==> src/rtl/elastic_config_loader_pkg.sv <==
`default_nettype none
// elastic_config_loader_pkg: widths, config-entry layout, word0 field offsets and loader FSM states
// shared between the config loader and the PE array.
package elastic_config_loader_pkg;

  localparam int CFG_PE_NUM                  = 4;
  localparam int CFG_DATA_WIDTH              = 32;
  localparam int CFG_ADDRESS_WIDTH           = 32;
  localparam int CFG_NEIGHBOR_PE_NUM         = 4;
  localparam int CFG_INPUT_NUM_BIT_LENGTH    = 3;
  localparam int CFG_OPERATION_BIT_LENGTH    = 4;
  localparam int CFG_CONTEXT_SIZE            = 16;
  localparam int CFG_CONTEXT_SIZE_BIT_LENGTH = 4;

  // word0 layout, LSB first: op, output mask, in2 select, in1 select
  localparam int CFG_OP_LSB     = 0;
  localparam int CFG_MASK_LSB   = CFG_OP_LSB + CFG_OPERATION_BIT_LENGTH;
  localparam int CFG_IN2_LSB    = CFG_MASK_LSB + CFG_NEIGHBOR_PE_NUM;
  localparam int CFG_IN1_LSB    = CFG_IN2_LSB + CFG_INPUT_NUM_BIT_LENGTH;
  localparam int CFG_WORD0_USED = CFG_IN1_LSB + CFG_INPUT_NUM_BIT_LENGTH;

  typedef struct packed {
    logic [CFG_INPUT_NUM_BIT_LENGTH-1:0] in1;
    logic [CFG_INPUT_NUM_BIT_LENGTH-1:0] in2;
    logic [CFG_NEIGHBOR_PE_NUM-1:0]      out_mask;
    logic [CFG_OPERATION_BIT_LENGTH-1:0] op;
    logic [CFG_DATA_WIDTH-1:0]           const_data;
  } config_entry_t;

  typedef enum logic [2:0] {
    ST_IDLE  = 3'd0,
    ST_REQ0  = 3'd1,
    ST_REQ1  = 3'd2,
    ST_CAP   = 3'd3,
    ST_WRITE = 3'd4,
    ST_START = 3'd5
  } load_state_e;

endpackage
`default_nettype wire

==> src/rtl/elastic_config_loader_unpacker.sv <==
`default_nettype none
// config_word_unpacker: splits an image word0 into the PE config-entry fields.
// const_data is left at zero; it arrives in the second image word.
module config_word_unpacker
  import elastic_config_loader_pkg::*;
(
  input  logic [CFG_DATA_WIDTH-1:0] word0,
  output config_entry_t             entry
);

  logic word0_high_unused;

  always_comb begin
    entry          = '0;
    entry.op       = word0[CFG_OP_LSB   +: CFG_OPERATION_BIT_LENGTH];
    entry.out_mask = word0[CFG_MASK_LSB +: CFG_NEIGHBOR_PE_NUM];
    entry.in2      = word0[CFG_IN2_LSB  +: CFG_INPUT_NUM_BIT_LENGTH];
    entry.in1      = word0[CFG_IN1_LSB  +: CFG_INPUT_NUM_BIT_LENGTH];
  end

  assign word0_high_unused = ^word0[CFG_DATA_WIDTH-1:CFG_WORD0_USED];

endmodule
`default_nettype wire

==> src/rtl/elastic_config_loader.sv <==
`default_nettype none
// elastic_config_loader: walks a two-word-per-entry config image, writes every context of every PE
// over the shared config bus, then broadcasts the max context id and a one-cycle start_exec.
module elastic_config_loader
  import elastic_config_loader_pkg::*;
#(
  parameter int PE_NUM                  = CFG_PE_NUM,
  parameter int DATA_WIDTH              = CFG_DATA_WIDTH,
  parameter int ADDRESS_WIDTH           = CFG_ADDRESS_WIDTH,
  parameter int NEIGHBOR_PE_NUM         = CFG_NEIGHBOR_PE_NUM,
  parameter int INPUT_NUM_BIT_LENGTH    = CFG_INPUT_NUM_BIT_LENGTH,
  parameter int OPERATION_BIT_LENGTH    = CFG_OPERATION_BIT_LENGTH,
  parameter int CONTEXT_SIZE            = CFG_CONTEXT_SIZE,
  parameter int CONTEXT_SIZE_BIT_LENGTH = CFG_CONTEXT_SIZE_BIT_LENGTH
) (
  input  logic                               clk,
  input  logic                               reset_n,
  input  logic                               start_load,
  input  logic [ADDRESS_WIDTH-1:0]           base_address,
  input  logic [CONTEXT_SIZE_BIT_LENGTH-1:0] context_max_id_in,
  output logic                               memory_read,
  output logic [ADDRESS_WIDTH-1:0]           memory_read_address,
  input  logic [DATA_WIDTH-1:0]              memory_read_data,
  output logic [PE_NUM-1:0]                  write_config_data,
  output logic [CONTEXT_SIZE_BIT_LENGTH-1:0] config_index,
  output logic [INPUT_NUM_BIT_LENGTH-1:0]    config_input_PE_index_1,
  output logic [INPUT_NUM_BIT_LENGTH-1:0]    config_input_PE_index_2,
  output logic [NEIGHBOR_PE_NUM-1:0]         config_output_PE_index,
  output logic [OPERATION_BIT_LENGTH-1:0]    config_op,
  output logic [DATA_WIDTH-1:0]              config_const_data,
  output logic [CONTEXT_SIZE_BIT_LENGTH-1:0] mapping_context_max_id,
  output logic                               start_exec,
  output logic                               busy
);

  localparam int PW = (PE_NUM > 1) ? $clog2(PE_NUM) : 1;
  localparam logic [CONTEXT_SIZE_BIT_LENGTH-1:0] MAX_CTX = CONTEXT_SIZE_BIT_LENGTH'(CONTEXT_SIZE - 1);
  localparam logic [PW-1:0] LAST_PE = PW'(PE_NUM - 1);

  load_state_e                        state_q, state_d;
  logic [ADDRESS_WIDTH-1:0]           ptr_q, ptr_d;
  logic [CONTEXT_SIZE_BIT_LENGTH-1:0] max_id_q, max_id_d;
  logic [PW-1:0]                      pe_q, pe_d;
  logic [CONTEXT_SIZE_BIT_LENGTH-1:0] ctx_q, ctx_d;
  config_entry_t                      field_q, field_d;

  logic                               memory_read_q, memory_read_d;
  logic [ADDRESS_WIDTH-1:0]           memory_read_address_q, memory_read_address_d;
  logic [PE_NUM-1:0]                  write_config_data_q, write_config_data_d;
  logic [CONTEXT_SIZE_BIT_LENGTH-1:0] config_index_q, config_index_d;
  logic [INPUT_NUM_BIT_LENGTH-1:0]    config_in1_q, config_in1_d;
  logic [INPUT_NUM_BIT_LENGTH-1:0]    config_in2_q, config_in2_d;
  logic [NEIGHBOR_PE_NUM-1:0]         config_out_q, config_out_d;
  logic [OPERATION_BIT_LENGTH-1:0]    config_op_q, config_op_d;
  logic [DATA_WIDTH-1:0]              config_const_q, config_const_d;
  logic [CONTEXT_SIZE_BIT_LENGTH-1:0] mapping_q, mapping_d;
  logic                               start_exec_q, start_exec_d;
  logic                               busy_q, busy_d;

  config_entry_t                      unpacked;
  logic [CONTEXT_SIZE_BIT_LENGTH-1:0] max_id_sat;
  logic                               const_slot_unused;

  config_word_unpacker u_unpacker (
    .word0 (memory_read_data),
    .entry (unpacked)
  );

  assign max_id_sat = (context_max_id_in > MAX_CTX) ? MAX_CTX : context_max_id_in;
  // const_data travels straight from memory into config_const_q; this slot stays idle
  assign const_slot_unused = ^field_q.const_data;

  always_comb begin
    state_d               = state_q;
    ptr_d                 = ptr_q;
    max_id_d              = max_id_q;
    pe_d                  = pe_q;
    ctx_d                 = ctx_q;
    field_d               = field_q;
    memory_read_address_d = memory_read_address_q;
    write_config_data_d   = '0;
    config_index_d        = config_index_q;
    config_in1_d          = config_in1_q;
    config_in2_d          = config_in2_q;
    config_out_d          = config_out_q;
    config_op_d           = config_op_q;
    config_const_d        = config_const_q;
    mapping_d             = mapping_q;

    case (state_q)
      ST_IDLE: begin
        if (start_load) begin
          ptr_d     = base_address;
          max_id_d  = max_id_sat;
          mapping_d = max_id_sat;
          pe_d      = '0;
          ctx_d     = '0;
          state_d   = ST_REQ0;
        end
      end
      ST_REQ0: state_d = ST_REQ1;
      ST_REQ1: begin
        field_d = unpacked;
        state_d = ST_CAP;
      end
      ST_CAP: begin
        // bus registers load here so they change exactly as WRITE begins
        write_config_data_d = PE_NUM'(1) << pe_q;
        config_index_d      = ctx_q;
        config_in1_d        = field_q.in1;
        config_in2_d        = field_q.in2;
        config_out_d        = field_q.out_mask;
        config_op_d         = field_q.op;
        config_const_d      = memory_read_data;
        state_d             = ST_WRITE;
      end
      ST_WRITE: begin
        ptr_d = ptr_q + ADDRESS_WIDTH'(2);
        if (ctx_q == max_id_q) begin
          ctx_d = '0;
          if (pe_q == LAST_PE) begin
            state_d = ST_START;
          end else begin
            pe_d    = pe_q + PW'(1);
            state_d = ST_REQ0;
          end
        end else begin
          ctx_d   = ctx_q + CONTEXT_SIZE_BIT_LENGTH'(1);
          state_d = ST_REQ0;
        end
      end
      ST_START: state_d = ST_IDLE;
      default:  state_d = ST_IDLE;
    endcase

    // outputs are registered, so they are decoded from the state being entered
    memory_read_d = (state_d == ST_REQ0) || (state_d == ST_REQ1);
    if (state_d == ST_REQ0) begin
      memory_read_address_d = ptr_d;
    end else if (state_d == ST_REQ1) begin
      memory_read_address_d = ptr_q + ADDRESS_WIDTH'(1);
    end
    start_exec_d = (state_d == ST_START);
    busy_d       = (state_d != ST_IDLE);
  end

  always_ff @(posedge clk or negedge reset_n) begin
    if (!reset_n) begin
      state_q               <= ST_IDLE;
      ptr_q                 <= '0;
      max_id_q              <= '0;
      pe_q                  <= '0;
      ctx_q                 <= '0;
      field_q               <= '0;
      memory_read_q         <= 1'b0;
      memory_read_address_q <= '0;
      write_config_data_q   <= '0;
      config_index_q        <= '0;
      config_in1_q          <= '0;
      config_in2_q          <= '0;
      config_out_q          <= '0;
      config_op_q           <= '0;
      config_const_q        <= '0;
      mapping_q             <= '0;
      start_exec_q          <= 1'b0;
      busy_q                <= 1'b0;
    end else begin
      state_q               <= state_d;
      ptr_q                 <= ptr_d;
      max_id_q              <= max_id_d;
      pe_q                  <= pe_d;
      ctx_q                 <= ctx_d;
      field_q               <= field_d;
      memory_read_q         <= memory_read_d;
      memory_read_address_q <= memory_read_address_d;
      write_config_data_q   <= write_config_data_d;
      config_index_q        <= config_index_d;
      config_in1_q          <= config_in1_d;
      config_in2_q          <= config_in2_d;
      config_out_q          <= config_out_d;
      config_op_q           <= config_op_d;
      config_const_q        <= config_const_d;
      mapping_q             <= mapping_d;
      start_exec_q          <= start_exec_d;
      busy_q                <= busy_d;
    end
  end

  assign memory_read             = memory_read_q;
  assign memory_read_address     = memory_read_address_q;
  assign write_config_data       = write_config_data_q;
  assign config_index            = config_index_q;
  assign config_input_PE_index_1 = config_in1_q;
  assign config_input_PE_index_2 = config_in2_q;
  assign config_output_PE_index  = config_out_q;
  assign config_op               = config_op_q;
  assign config_const_data       = config_const_q;
  assign mapping_context_max_id  = mapping_q;
  assign start_exec              = start_exec_q;
  assign busy                    = busy_q;

endmodule
`default_nettype wire
==> config.mk <==
export PLATFORM = sky130hd
export DESIGN_NAME = elastic_config_loader
export DESIGN_NICKNAME = d
export VERILOG_FILES = /design/src/rtl/elastic_config_loader_pkg.sv /design/src/rtl/elastic_config_loader_unpacker.sv /design/src/rtl/elastic_config_loader.sv
export SDC_FILE = /design/constraint.sdc
export NUM_CORES = 1
export LEC_CHECK = 0
export ABC_AREA = 1
export BUFFER_PORTS_ARGS = -buffer_cell sky130_fd_sc_hd__buf_4
export CAP_MARGIN = 30
export CORE_MARGIN = 8
export CORE_UTILIZATION = 24
export DETAILED_ROUTE_END_ITERATION = 12
export SLEW_MARGIN = 5
export SYNTH_ARGS = -nofsm -noshare
export SYNTH_HDL_FRONTEND = slang
export SYNTH_SLANG_ARGS = --single-unit
export TNS_END_PERCENT = 1
==> constraint.sdc <==
create_clock -name clk -period 5 [get_ports clk]
set_clock_uncertainty 0.15 [all_clocks]
set_input_delay 1 -clock clk [delete_from_list [all_inputs] [get_ports clk]]
set_output_delay 1 -clock clk [all_outputs]
set_load 0.01 [all_outputs]
## After elaboration in Yosys (flattened, before gate mapping)

Index checks and enable logic that the tools add are counted.

- $add $sub $neg: 4
- $lt $le $gt $ge: 1
- Equal/unequal tests: 12
- Shift-type cells: 1
- Mux-type cells: 17
- Reduce and logical (&&, ||, !) cells: 8

Operator list:

| cell | count |
|---|---|
| $mux 32 | 3 |
| $pmux 32 s2 | 1 |
| $add 32x1->32 const B | 1 |
| $add 32x2->32 const B | 1 |
| $mux 4 | 4 |
| $pmux 3 s5 | 1 |
| $eq 3x2->1 const B | 3 |
| $mux 3 | 3 |
| $pmux 4 s2 | 1 |
| $eq 3x1->1 const B | 2 |
| $eq 3x3->1 const B | 2 |
| $mux 2 | 3 |
| $ne 2x2->1 const B | 3 |
| $add 4x1->4 const B | 1 |
| $eq 4x4->1 | 1 |
| $gt 4x4->1 const B | 1 |
| $pmux 2 s2 | 1 |
| $reduce_and 2->1 | 2 |
| $reduce_and 4->1 | 1 |
| $reduce_bool 2->1 | 2 |
| $shl 1x2->4 const A | 1 |
| $logic_not 3->1 | 1 |
| $reduce_bool 3->1 | 1 |
| $add 2x1->2 const B | 1 |
| 2 further kinds | 2 |

- Register bits after elaboration: 148
- Output and inout port bits: 93

## Depth between registers and ports, before layout

- Word-level depth: 7
- Gate-level depth with buffers: 12

## Hierarchy

From an unflattened synthesis, not the netlist that was laid out.

- Cell total of the unflattened synthesis: 1008
- Area total of the unflattened synthesis: 7957.6 µm²

By module, submodules not included:

| module | times used | cells each | area an instance (µm²) | seq. area each (µm²) |
|---|---|---|---|---|
| elastic_config_loader | 1 | 961 | 7608.5 | 3703.6 |
| config_word_unpacker | 1 | 47 | 349.1 | 0.0 |

## Least setup slack after synthesis

No wires, ideal clock.

- Kind: input -> register
- From: input port start_load
- To: register memory_read_address_q[2] (netlist: memory_read_address[2])
- Library setup time: 0.120 ns
- Arrival time: 1.833 ns
- Slack: 2.897 ns
- Stages: 8
- Path buffers: 1
- Path through: inv_1 -> nor2_4 -> nor2_8 -> inv_2 -> nand3_4 -> buf_4 -> o22ai_1 -> nor2_1

- Word-level cells in the longest chain between the ends: 4
- Elaborated cells between the ends (all ways): 8
- Those cells by class: eq/ne (2); mux (5); reduce/logical (1)

Ends and longest elaborated chain:

| what | line | source |
|---|---|---|
| from (decl) | elastic_config_loader.sv:18 | `input logic start_load,` |
| $mux 3 | elastic_config_loader.sv:92 | `if (start_load) begin` |
| $pmux 3 s5 | elastic_config_loader.sv:90 | `case (state_q)` |
| $eq 3x1->1 or $eq 3x2->1 (tied branches) | elastic_config_loader.sv:138, elastic_config_loader.sv:140 |  |
| $mux 32 or $reduce_bool 2->1 (tied branches) | -- |  |
| to (signal assigned) | elastic_config_loader.sv:175 | `memory_read_address_q <= memory_read_address_d;` |
| to (decl) | elastic_config_loader.sv:48 | `logic [ADDRESS_WIDTH-1:0] memory_read_address_q, memory_read_address_d;` |

Parallel ways exist; a longest one is shown, timed or not.
A chain may end at the register's enable or synchronous reset.

## Worst setup path in the final report

- From: register state_q[2]
- To: register memory_read_address_q[16] (netlist: memory_read_address[16])

- Word-level cells in the longest chain between the ends: 4
- Elaborated cells between the ends (all ways): 12
- Those cells by class: eq/ne (6); mux (4); reduce/logical (2)

Ends and longest elaborated chain:

| what | line | source |
|---|---|---|
| from (decl) | elastic_config_loader.sv:40 | `load_state_e state_q, state_d;` |
| from (signal assigned) | elastic_config_loader.sv:168 | `state_q <= state_d;` |
| $eq 3x3->1, or another cell as far along | elastic_config_loader.sv:90 |  |
| $pmux 3 s5 | elastic_config_loader.sv:90 |  |
| $eq 3x1->1 or $eq 3x2->1 (tied branches) | elastic_config_loader.sv:138, elastic_config_loader.sv:140 |  |
| $mux 32 or $reduce_bool 2->1 (tied branches) | -- |  |

Parallel ways exist; a longest one is shown, timed or not.

==> flow_summary.yaml <==
finish:
  final_cell_mix: "nand2_1, buf_4, dfrtp_1"
  area_growth_pct: 28.4
  fin_area_um2: 9880
  layout-drive-gt1-share_pct: 24.0
  finish.utilization_pct: 31.3
  n_antenna_cell: 0
  fin_nets: 1200
  layout_commonest_cell: "nand2_1"
  finalNonFillerCells: 1536
setup_path:
  critPathBufInv: 2
  end_kind: "flop"
  startpoint_type: "flop"
  max_stage_delay_ns: 0.56
  cp_data_arrival_time_ns: 2.93
  path_cells: "inv_2, nand3_2, buf_4, nand3_4, nand2_2, nand2_1, o21ai_1"
  slowest_stage: "buf_4"
  worstPathRequired_ns: 5.20
  critPathMaxFanout: 53
  path_class: "reg2reg"
  crit_family: "simple AND/OR/NAND/NOR gates"
grt:
  overflow: 0
  antenna_found_initial: 0
  grt_pass1_vias: 6872
  grt_usage_pct: 12.8
  grt_max_degree: 86
  grt_pass1_wl_um: 38600
detailed_routing:
  routed_wl_um: 24100
  ant_nets: 0
  num_vias: 6814
  drt-initial-drc-count: 390
  drt_first_pass_iters: 8
  vias_per_cell: 4.44
  drt-wirelength-per-cell_um: 15.7
  remaining_drc_errors: 0
logic_synthesis:
  synth_area_um2: 7700
  synth_edf_count: 0
  seq_area_frac_synth_pct: 48.1
  synth_cells: 962
  async_reset_ff_share_pct: 100
  synth_top_family_by_area: "simple AND/OR/NAND/NOR gates"
  synthFlopType: "dfrtp_1"
  synthMuxAreaShare_pct: 4.68
  yosys.area_share.simple_pct: 29.8
  synth_xor_area_share_pct: 1.93
  ys_warn_count: 0
  synthAdderAreaFrac_pct: 1.30
  yosys_register_bits: 148
  syn_nets: 1041
  synth.avg_cell_area_um2: 8.00
  synth_cell_types: 39
  synth-compound-area-share_pct: 6.50
floorplanning:
  die_w_um: 195
  fp-row-count: 65
  die_h_um: 195
  dieArea_um2: 38100
  core_um2: 31600
  ios: 164
  start_util_pct: 24.4
placement:
  dp_hpwl_um: 18000
  placed_area_um2: 9320
  portBuffers: 163
  dpl.cell_count: 1504
  place_congestion: 0.885
sta:
  hold_viol: 0
  max_freq_ghz: 0.367
  period_share_pct: 54.5
  min_period_ns: 2.73
  drv_slew: 0
  rsz0062_at_grt: "no"
  fin_setup_tns_ns: 0
  tightest_slew_ns: 0.840
  max_slew_margin_pct: 44.0
  setup_viol: 0
clock_tree:
  cts_buffers: 17
  hold_buffers: 0
  root_buffer: "clkbuf_16"
  post_cts_buffers: 0
  clk_pin_slew_worst_paths_ns: 0.06
  clock_latency_ns: 0.43
  clockBufferDepth: 2
  cts.sinks: 148
  cts_resized: 0
  cts_tree: "yes"
  htreeDepth: 4
power_and_ir_drop:
  p_per_area_nw_per_um2: 635
  power.switching_w: 0.00263
  clockPowerShare_pct: 19.6
  switching_share_pct: 41.9
  p_total_w: 0.00628
  combPwrFrac_pct: 44.5
  seqPwrFrac_pct: 35.9
  intPower_w: 0.00364
  irDropWorstVdd_v: 0.000353
  p_leak_nw: 4.79
min_path:
  hold_path_class: "reg2reg"
outcome:
  outcome: "finished clean"
flow_run:
  maxCapViolations: 0
==> worst register-to-register path, stage by stage, from the launching register on <==
cell,delay (ns)
dfrtp_1,0.49
inv_2,0.10
nand3_2,0.44
buf_4,0.56
nand3_4,0.36
nand2_2,0.34
nand2_1,0.09
o21ai_1,0.13
==> final cells by class <==
type	count	area [um2]
clock buffers	19	433
clock inverters	13	126
fillers	3333	21700
well taps	402	503
multi-input cells	671	3410
flip-flops and latches	148	3700
inverters	114	428
repair buffers	169	1280
==> registers in the layout, summed over array words and instances, names as in the netlist <==
signal                   flops
busy                         1
config_const_data           32
config_index                 4
config_input_PE_index_1      3
config_input_PE_index_2      3
config_op                    4
config_output_PE_index       4
ctx_q                        4
field_q                     14
mapping_context_max_id       4
memory_read                  1
memory_read_address         32
pe_q                         2
ptr_q                       32
start_exec                   1
state_q                      3
write_config_data            4
==> Yosys cell counts (2+ instances only) <==
cell        n  area share (%)
buf_4       9            0.88
nand2_4     2            0.29
nand3b_1    2            0.20
inv_1     107             5.2
nand2_1   299              15
ha_1        8             1.3
a21oi_1     6            0.39
inv_2       7            0.34
buf_2      10            0.65
nor2_2      9            0.73
nor2_1     84             4.1
o211ai_1    7            0.68
o21bai_1    5            0.49
xor2_1     11             1.3
dfrtp_1   148              48
nand2_2     8            0.65
o22ai_1     5            0.41
a31oi_1     2            0.16
nand3_1    89             5.8
mux2_2     32             4.7
nor3_1      6            0.39
clkbuf_1    8            0.39
and2_1      2            0.16
xnor2_1     6            0.68
nand4_1    11            0.89
o21ai_1    10            0.65
nor2_4      8             1.2
o21ai_0    50             3.3
==> worst paths after layout <==
check                      slack [ns]  depth (start not counted)                                      to                     from
min reg2reg                      0.33                          2                 field_q[39]$_DFFE_PN0N_  field_q[39]$_DFFE_PN0N_
max reg2reg                      2.27                          7     memory_read_address[16]$_DFFE_PN0P_     state_q[2]$_DFF_PN0_
max                              2.27                          7     memory_read_address[16]$_DFFE_PN0P_     state_q[2]$_DFF_PN0_
min in group asynchronous        0.47                          1  config_input_PE_index_1[1]$_DFFE_PN0P_                  reset_n
max in group asynchronous        3.20                          2        config_const_data[4]$_DFFE_PN0P_                  reset_n
min                              0.33                          2                 field_q[39]$_DFFE_PN0N_  field_q[39]$_DFFE_PN0N_
==> per-layer routing <==
layer | vias to the layer above | share of wire [%] | track usage (%)
met4 | 0 | 1.6 | 4.27
met3 | 27 | 5.2 | 3.13
met2 | 181 | 47 | 21.2
li1 | 3375 | - | -
met1 | 3231 | 46 | 16.2
met5 | - | 0 | 0
==> through the flow <==
| step | setup slack (ns) | hold WS (ns) |
|---|---|---|
| floorplan | 2.90 | 0.299 |
| global placement | 2.34 | 0.315 |
| detailed placement | 2.25 | 0.319 |
| CTS | 2.21 | 0.336 |
| global route | 2.08 | 0.345 |
| finish | 2.27 | 0.331 |
==> cells by family after synthesis <==
| group | after synthesis |
|---|---|
| simple gates | 525 |
| flops | 148 |
| buf+inv | 143 |
| compound gates | 89 |
| mux | 32 |
| xor+xnor | 17 |
| fa+ha+maj | 8 |
==> power groups by stage <==
stage          Sequential (W)  Clock [W]  Combinational (W)
2_1_floorplan         0.00231          0            0.00160
3_3_place_gp          0.00225          0            0.00280
3_5_place_dp          0.00227          0            0.00285
4_1_cts               0.00226    0.00128            0.00287
5_1_grt               0.00234    0.00131            0.00315
6_report              0.00226    0.00123            0.00279
No activity file was read; power rests on OpenSTA's default activity.
